File: config.mk
export PLATFORM = sky130hd
export DESIGN_NAME = plot_arbiter
export DESIGN_NICKNAME = d
export VERILOG_FILES = /design/src/rtl/plot_arbiter.sv
export SDC_FILE = /design/constraint.sdc
export NUM_CORES = 1
export LEC_CHECK = 0
export CAP_MARGIN = 20
export CORE_ASPECT_RATIO = 1.2
export CORE_MARGIN = 1.5
export CORE_UTILIZATION = 45
export DETAILED_ROUTE_END_ITERATION = 10
export GPL_TIMING_DRIVEN = 0
export HOLD_SLACK_MARGIN = 0.03
export MAX_ROUTING_LAYER = met4
export PLACE_DENSITY = 0.85
export SYNTH_ARGS = -nofsm -noshare
export SYNTH_HDL_FRONTEND = slang
export SYNTH_SLANG_ARGS = --single-unit
File: constraint.sdc
create_clock -name clock -period 3.3 [get_ports clock]
set_clock_uncertainty 0.2 [all_clocks]
set_input_delay 0.66 -clock clock [delete_from_list [all_inputs] [get_ports clock]]
set_output_delay 0.66 -clock clock [all_outputs]
set_load 0.05 [all_outputs]
File: src/rtl/plot_arbiter.sv
// Arbitrates the single vga_adapter plot port between the bg and fg drawing engines, with a watchdog on stalled grants.
// Optional `FG_PRIORITY_EN: fg always wins an IDLE decision (default build: round-robin).
module plot_arbiter #(
  parameter int X_W     = 10,
  parameter int Y_W     = 9,
  parameter int COL_W   = 3,
  parameter int TIMEOUT = 1023
) (
  input  logic             clock,
  input  logic             resetn,
  input  logic             bg_req,
  input  logic             bg_done,
  input  logic             bg_plot,
  input  logic [X_W-1:0]   bg_x,
  input  logic [Y_W-1:0]   bg_y,
  input  logic [COL_W-1:0] bg_colour,
  input  logic             fg_req,
  input  logic             fg_done,
  input  logic             fg_plot,
  input  logic [X_W-1:0]   fg_x,
  input  logic [Y_W-1:0]   fg_y,
  input  logic [COL_W-1:0] fg_colour,
  output logic             gnt_bg,
  output logic             gnt_fg,
  output logic [X_W-1:0]   x,
  output logic [Y_W-1:0]   y,
  output logic [COL_W-1:0] colour,
  output logic             plot,
  output logic             busy,
  output logic             timeout_err
);

  typedef enum logic [1:0] {IDLE, GNT_BG, GNT_FG} state_t;

  localparam int CNT_W = (TIMEOUT > 2) ? $clog2(TIMEOUT) : 1;
  localparam logic [CNT_W-1:0] WD_LAST = CNT_W'(TIMEOUT - 1);

  state_t           state, next_state;
  logic             last_fg, next_last_fg;
  logic [CNT_W-1:0] wd_count;

  logic             own_req, own_plot, own_done;
  logic [X_W-1:0]   own_x;
  logic [Y_W-1:0]   own_y;
  logic [COL_W-1:0] own_colour;
  logic             granted, fire, finish, wd_expire;

  // Mux the owning engine's signals; the other engine is invisible to the datapath.
  assign own_req    = (state == GNT_FG) ? fg_req    : bg_req;
  assign own_plot   = (state == GNT_FG) ? fg_plot   : bg_plot;
  assign own_done   = (state == GNT_FG) ? fg_done   : bg_done;
  assign own_x      = (state == GNT_FG) ? fg_x      : bg_x;
  assign own_y      = (state == GNT_FG) ? fg_y      : bg_y;
  assign own_colour = (state == GNT_FG) ? fg_colour : bg_colour;

  assign granted   = (state != IDLE);
  assign fire      = granted & own_plot;
  assign finish    = fire & own_done;
  assign wd_expire = granted & (wd_count == WD_LAST) & ~finish;

  assign gnt_bg = (state == GNT_BG);
  assign gnt_fg = (state == GNT_FG);
  assign busy   = gnt_bg | gnt_fg;

  // NOTE: every signal assigned here gets a default first so no path leaves it unassigned (no latch).
  always_comb begin
    next_state   = state;
    next_last_fg = last_fg;
    unique case (state)
      IDLE: begin
`ifdef FG_PRIORITY_EN
        if (fg_req)      next_state = GNT_FG;
        else if (bg_req) next_state = GNT_BG;
`else
        if (bg_req && fg_req) next_state = last_fg ? GNT_BG : GNT_FG;
        else if (bg_req)      next_state = GNT_BG;
        else if (fg_req)      next_state = GNT_FG;
`endif
      end
      GNT_BG, GNT_FG: begin
        if (finish || !own_req || wd_expire) begin
          next_state   = IDLE;
          next_last_fg = (state == GNT_FG);
        end
      end
      default: next_state = IDLE;
    endcase
  end

  // NOTE: sequential state uses non-blocking assignments so every register samples pre-edge values.
  always_ff @(posedge clock or negedge resetn) begin
    if (!resetn) begin
      state       <= IDLE;
      last_fg     <= 1'b1;
      wd_count    <= '0;
      timeout_err <= 1'b0;
      plot        <= 1'b0;
      x           <= '0;
      y           <= '0;
      colour      <= '0;
    end else begin
      state    <= next_state;
      last_fg  <= next_last_fg;
      wd_count <= granted ? wd_count + 1'b1 : '0;
      if (wd_expire) timeout_err <= 1'b1;
      plot <= fire;
      if (fire) begin
        x      <= own_x;
        y      <= own_y;
        colour <= own_colour;
      end
    end
  end

endmodule

==> reports/qor.yml <==
power:
  powerDensity_nw_per_um2: 940
  cellLeakagePower_nw: 1.17
  ir_drop_uv: 705
  p_total_mw: 2.60
routing:
  first_iter_violations: 75
  antenna_left: 0
  vias: 1594
  first_pass_iters: 4
  viasPerCell: 5.08
  drc: 0
  wl_per_cell_um: 13.6
  wl_um: 4260
clocking:
  cts_tree: "done"
  cts_resized: 0
  cts_buffer_depth: 2
  htreeDepth: 2
  hold_buffers: 0
  clkTransAtPathRegs_ns: 0.07
  cts_made_buffers: 5
  numClockSinks: 37
  ctsRootBufferMaster: "clkbuf_8"
  post_cts_buffers: 0
  clk_latency_ns: 0.29
logic_synthesis:
  synth_top_area_share_pct: 49.1
  ys_types: 32
  yosysSeqAreaShare_pct: 50.6
  yosysTopAreaCell: "dfrtp_1"
  ys_top_cells_by_area: "dfrtp_1 49%, mux2i_1 13%, nor2_1 6.6%"
  synth_area_per_cell_sq_um: 10.5
  ys.flop_type: "dfrtp_1"
  yosysWarnings: 0
  synth_nets: 232
  ys_seq_elements: 37
  synthCells: 175
  async_flop_share_pct: 100
  synthTopCellsByCount: "36 x dfrtp_1, 32 x nor2_1, 24 x mux2i_1, 23 x a21oi_1"
  synth_edf_count: 0
  yosysMostFrequentCell: "dfrtp_1"
  netlist_area_sq_um: 1830
setup_path:
  regToRegSetupSlack_ns: 1.20
  crit_type: "reg2out"
  required_ns: 2.44
  critPathLaunchType: "flip-flop"
  crit_fanout: 4
  worstPathArrival_ns: 1.88
  worstSetupStartpoint: "state[0]"
  reg2reg_depth: 8
  reg2reg_to: "y[5]"
  endpoint_kind: "output port"
  timing.rr.start: "state[0]"
floorplanning:
  die_width_um: 61.3
  dieArea_sq_um: 4470
  row_count: 25
  core_sq_um: 3910
  die_h_um: 72.9
  ios: 79
  initial_core_util_pct: 46.9
sta:
  tightest_slew_ns: 0.807
  fin_crit_ns: 2.74
  hold_viol: 0
  slew_headroom_pct: 46.2
  rsz0062_at_grt: "false"
  tns_ns: 0
  slew_viol_final: 0
  fmax_mhz: 365
  timing.final.crit_share_pct: 83.1
  setup_viol: 0
grt:
  grt_usage_pct: 21.0
  first_global_vias: 1590
  grt_start_max_net_pins: 38
  gr-total-overflow: 0
  antenna_found_initial: 0
  grt_pass1_wl_um: 6800
place:
  gp_congestion: 0.881
  port_buffers: 78
  dp_hpwl_um: 3190
cells_and_area:
  fin_nets: 317
  diodes: 0
  utilization_pct: 70.8
  drive_above_1_share_pct: 8.08
  syn_to_final_growth_pct: 50.9
worst_hold_path:
  hp-class: "in2async"
status:
  status: "complete, no violations"
flow_run:
  drv_cap: 0
## final cells by class
type,count,area (sq um)
Fill cell,309,1140
Buffer,10,61.3
Timing Repair Buffer,78,776
Tap cell,54,67.6
Multi-Input combinational cell,123,826
Sequential cell,37,927
Clock buffer,6,82.6
Clock inverter,1,7.51
Inverter,5,18.8
## layer usage
metal	vias up	GRT usage (%)	routed length, um
met2	60	34.3	2210
met1	754	24.5	1710
li1	772	-	-
met5	-	-	0
met4	0	8.21	87
met3	8	5.14	261
## cells in the final DEF, fill, tap and decap left out, types with 2 or more instances in the layout
cell	count
clkdlybuf4s50_1	77
dfrtp_1	36
nor2_1	32
mux2i_1	24
a21oi_1	23
buf_2	8
xor2_1	7
clkbuf_8	6
inv_1	5
ha_1	5
nand2_1	4
nand3_1	4
nand4_1	3
buf_6	2
and3_1	2
o31ai_1	2
nor3_1	2
## power by group
| group | internal, mW | total, mW | switching (mW) |
|---|---|---|---|
| combinational | 0.564 | 1.57 | 1.00 |
| sequential | 0.623 | 0.713 | 0.0906 |
| clock | 0.165 | 0.319 | 0.154 |
## cell families (layout without fill, tap and decap cells)
logic type	Yosys count	after routing	share of synthesized area [%]
xor+xnor	8	8	3.82
buf+inv	15	100	4.37
fa+ha+maj	5	5	3.41
simple gates	53	53	13.7
compound gates	32	32	10.4
flops	37	37	50.6
mux	25	25	13.7
## flip-flops by register name, indices dropped and copies added (netlist names)
name	cells
timeout_err	1
wd_count	10
state	2
last_fg	1
colour	3
y	9
x	10
plot	1
## worst max-delay path by stage
| stage | to | slack [ns] | depth (start not counted) |
|---|---|---|---|
| after floorplan | x[0] | 1.04 | 8 |
| after global placement | y[2] | 0.51 | 1 |
| after detailed placement | state[0] | 0.86 | 5 |
| after CTS | busy | 0.54 | 3 |
| after global routing | busy | 0.47 | 3 |
| final | busy | 0.56 | 3 |
## worst max-delay path, cell delays in order, from the launching register on
cell             delay, ns
dfrtp_1               0.35
inv_1                 0.07
ha_1                  0.35
clkdlybuf4s50_1       0.82
## stage by stage
stage | instances | hold WS (ns) | setup WS, ns | cell area (sq um)
final | 314 | 0.257 | 0.558 | 2770
after global routing | 314 | 0.295 | 0.473 | 2770
after CTS | 314 | 0.265 | 0.540 | 2770
after detailed placement | 307 | 0.244 | 0.859 | 2680
after global placement | 307 | 0.247 | 0.514 | 2680
after floorplan | 175 | 0.164 | 1.04 | 1830
Power figures use the tool's default switching activity.
==> RTL edit: new RTL, same flow settings <==
The parameter `X_W` goes from 10 to 20.
--- a/src/rtl/plot_arbiter.sv
+++ b/src/rtl/plot_arbiter.sv
@@ -1,7 +1,7 @@
 // Arbitrates the single vga_adapter plot port between the bg and fg drawing engines, with a watchdog on stalled grants.
 // Optional `FG_PRIORITY_EN: fg always wins an IDLE decision (default build: round-robin).
 module plot_arbiter #(
-  parameter int X_W     = 10,
+  parameter int X_W     = 20,
   parameter int Y_W     = 9,
   parameter int COL_W   = 3,
   parameter int TIMEOUT = 1023
Ports: changed (resized bg_x, fg_x and x); port bits go from 79 to 109. The function was not compared with the original's and may differ.
==> RTL edit against the original RTL <==
Worst setup slack worse by 56 ps. Power rose by 31%. First-iteration DRC count up 33%. Combinational power rose by 35%. Area after synthesis up 26%. Clock power grew 15%. Sequential cell count is 10 higher. Routed wire length increased by 29%. Register-to-register slack improved by 100 ps. Design area rose by 29%. Maximum frequency decreased by 2.0%. Via count grew 26%.
==> RTL edit: results <==
set metrics [dict create \
    clk_pin_slew_ps 90 \
    buf_share_pct 32.63 \
    wl_met3_um 340 \
    sh_seq_area_pct 32.98 \
    met3_usage_pct 5.956 \
    wire_per_inst_um 13.97 \
    gp_congestion 0.7362 \
    nNetsFinal 411 \
    reg2reg_slack_ps 1300 \
    multi_input_cells 152 \
    die_area_mm2 0.005556 \
    ys_types 33 \
    arrival_ps 1940 \
    slew_headroom_pct 64.09 \
    synthMuxAreaShare_pct 15.43 \
    p_leak_nw 1.479 \
    clk_share_pct 2.699 \
    layout.cells.non_filler 395 \
    synth-xor-area-share_pct 2.283 \
    grt_pass1_vias 1923 \
    reg_top3 "x x20, wd_count x10, y x9" \
    whs_ps 40.00 \
    synth_nets 295 \
    powerClk_uw 367 \
    powerDensity_mw_per_mm2 955.7 \
    synth_compound_area_share_pct 11.14 \
    synthAdderAreaFrac_pct 2.717 \
    critPathMaxStageDelay_ps 840 \
    fin_crit_sh_pct 84.80 \
    dp_hpwl_mm 4.250 \
    p_seq_uw 929 \
    design.seq.count 47 \
    drt_pass1_iterations 5 \
    status "finished clean" \
    p_comb_mw 2.12 \
    synth.avg_cell_area_um2 10.56 \
    port_buffers 108 \
    post_dp_cell_area_mm2 0.003473 \
    viasPerCell 5.068 \
    dpl.cell_count 387 \
    p_sw_mw 1.664 \
]
==> RTL edit: cell count changes after synthesis, moves of 3 or more <==
cell,before,now
a21oi_1,23,35
dfrtp_1,36,46
mux2i_1,24,34
nor2_1,32,42
xor2_1,7,2
xnor2_1,1,4
==> RTL edit: final timing paths <==
| check | startpoint | to |
|---|---|---|
| max in group asynchronous | resetn | last_fg$_DFFE_PN1P_ |
| setup reg to reg | state[0]$_DFFE_PN0P_ | x[16]$_DFFE_PN0P_ |
| setup / recovery | state[0]$_DFFE_PN0P_ | busy |
| min in group clock | timeout_err$_DFFE_PN0P_ | timeout_err$_DFFE_PN0P_ |
| hold / removal | resetn | x[10]$_DFFE_PN0P_ |
| hold reg to reg | timeout_err$_DFFE_PN0P_ | timeout_err$_DFFE_PN0P_ |
==> RTL edit: cell families after synthesis <==
group           Yosys count
compound gates           45
xor+xnor                  6
mux                      35
fa+ha+maj                 5
simple gates             61
buf+inv                  19
flops                    47
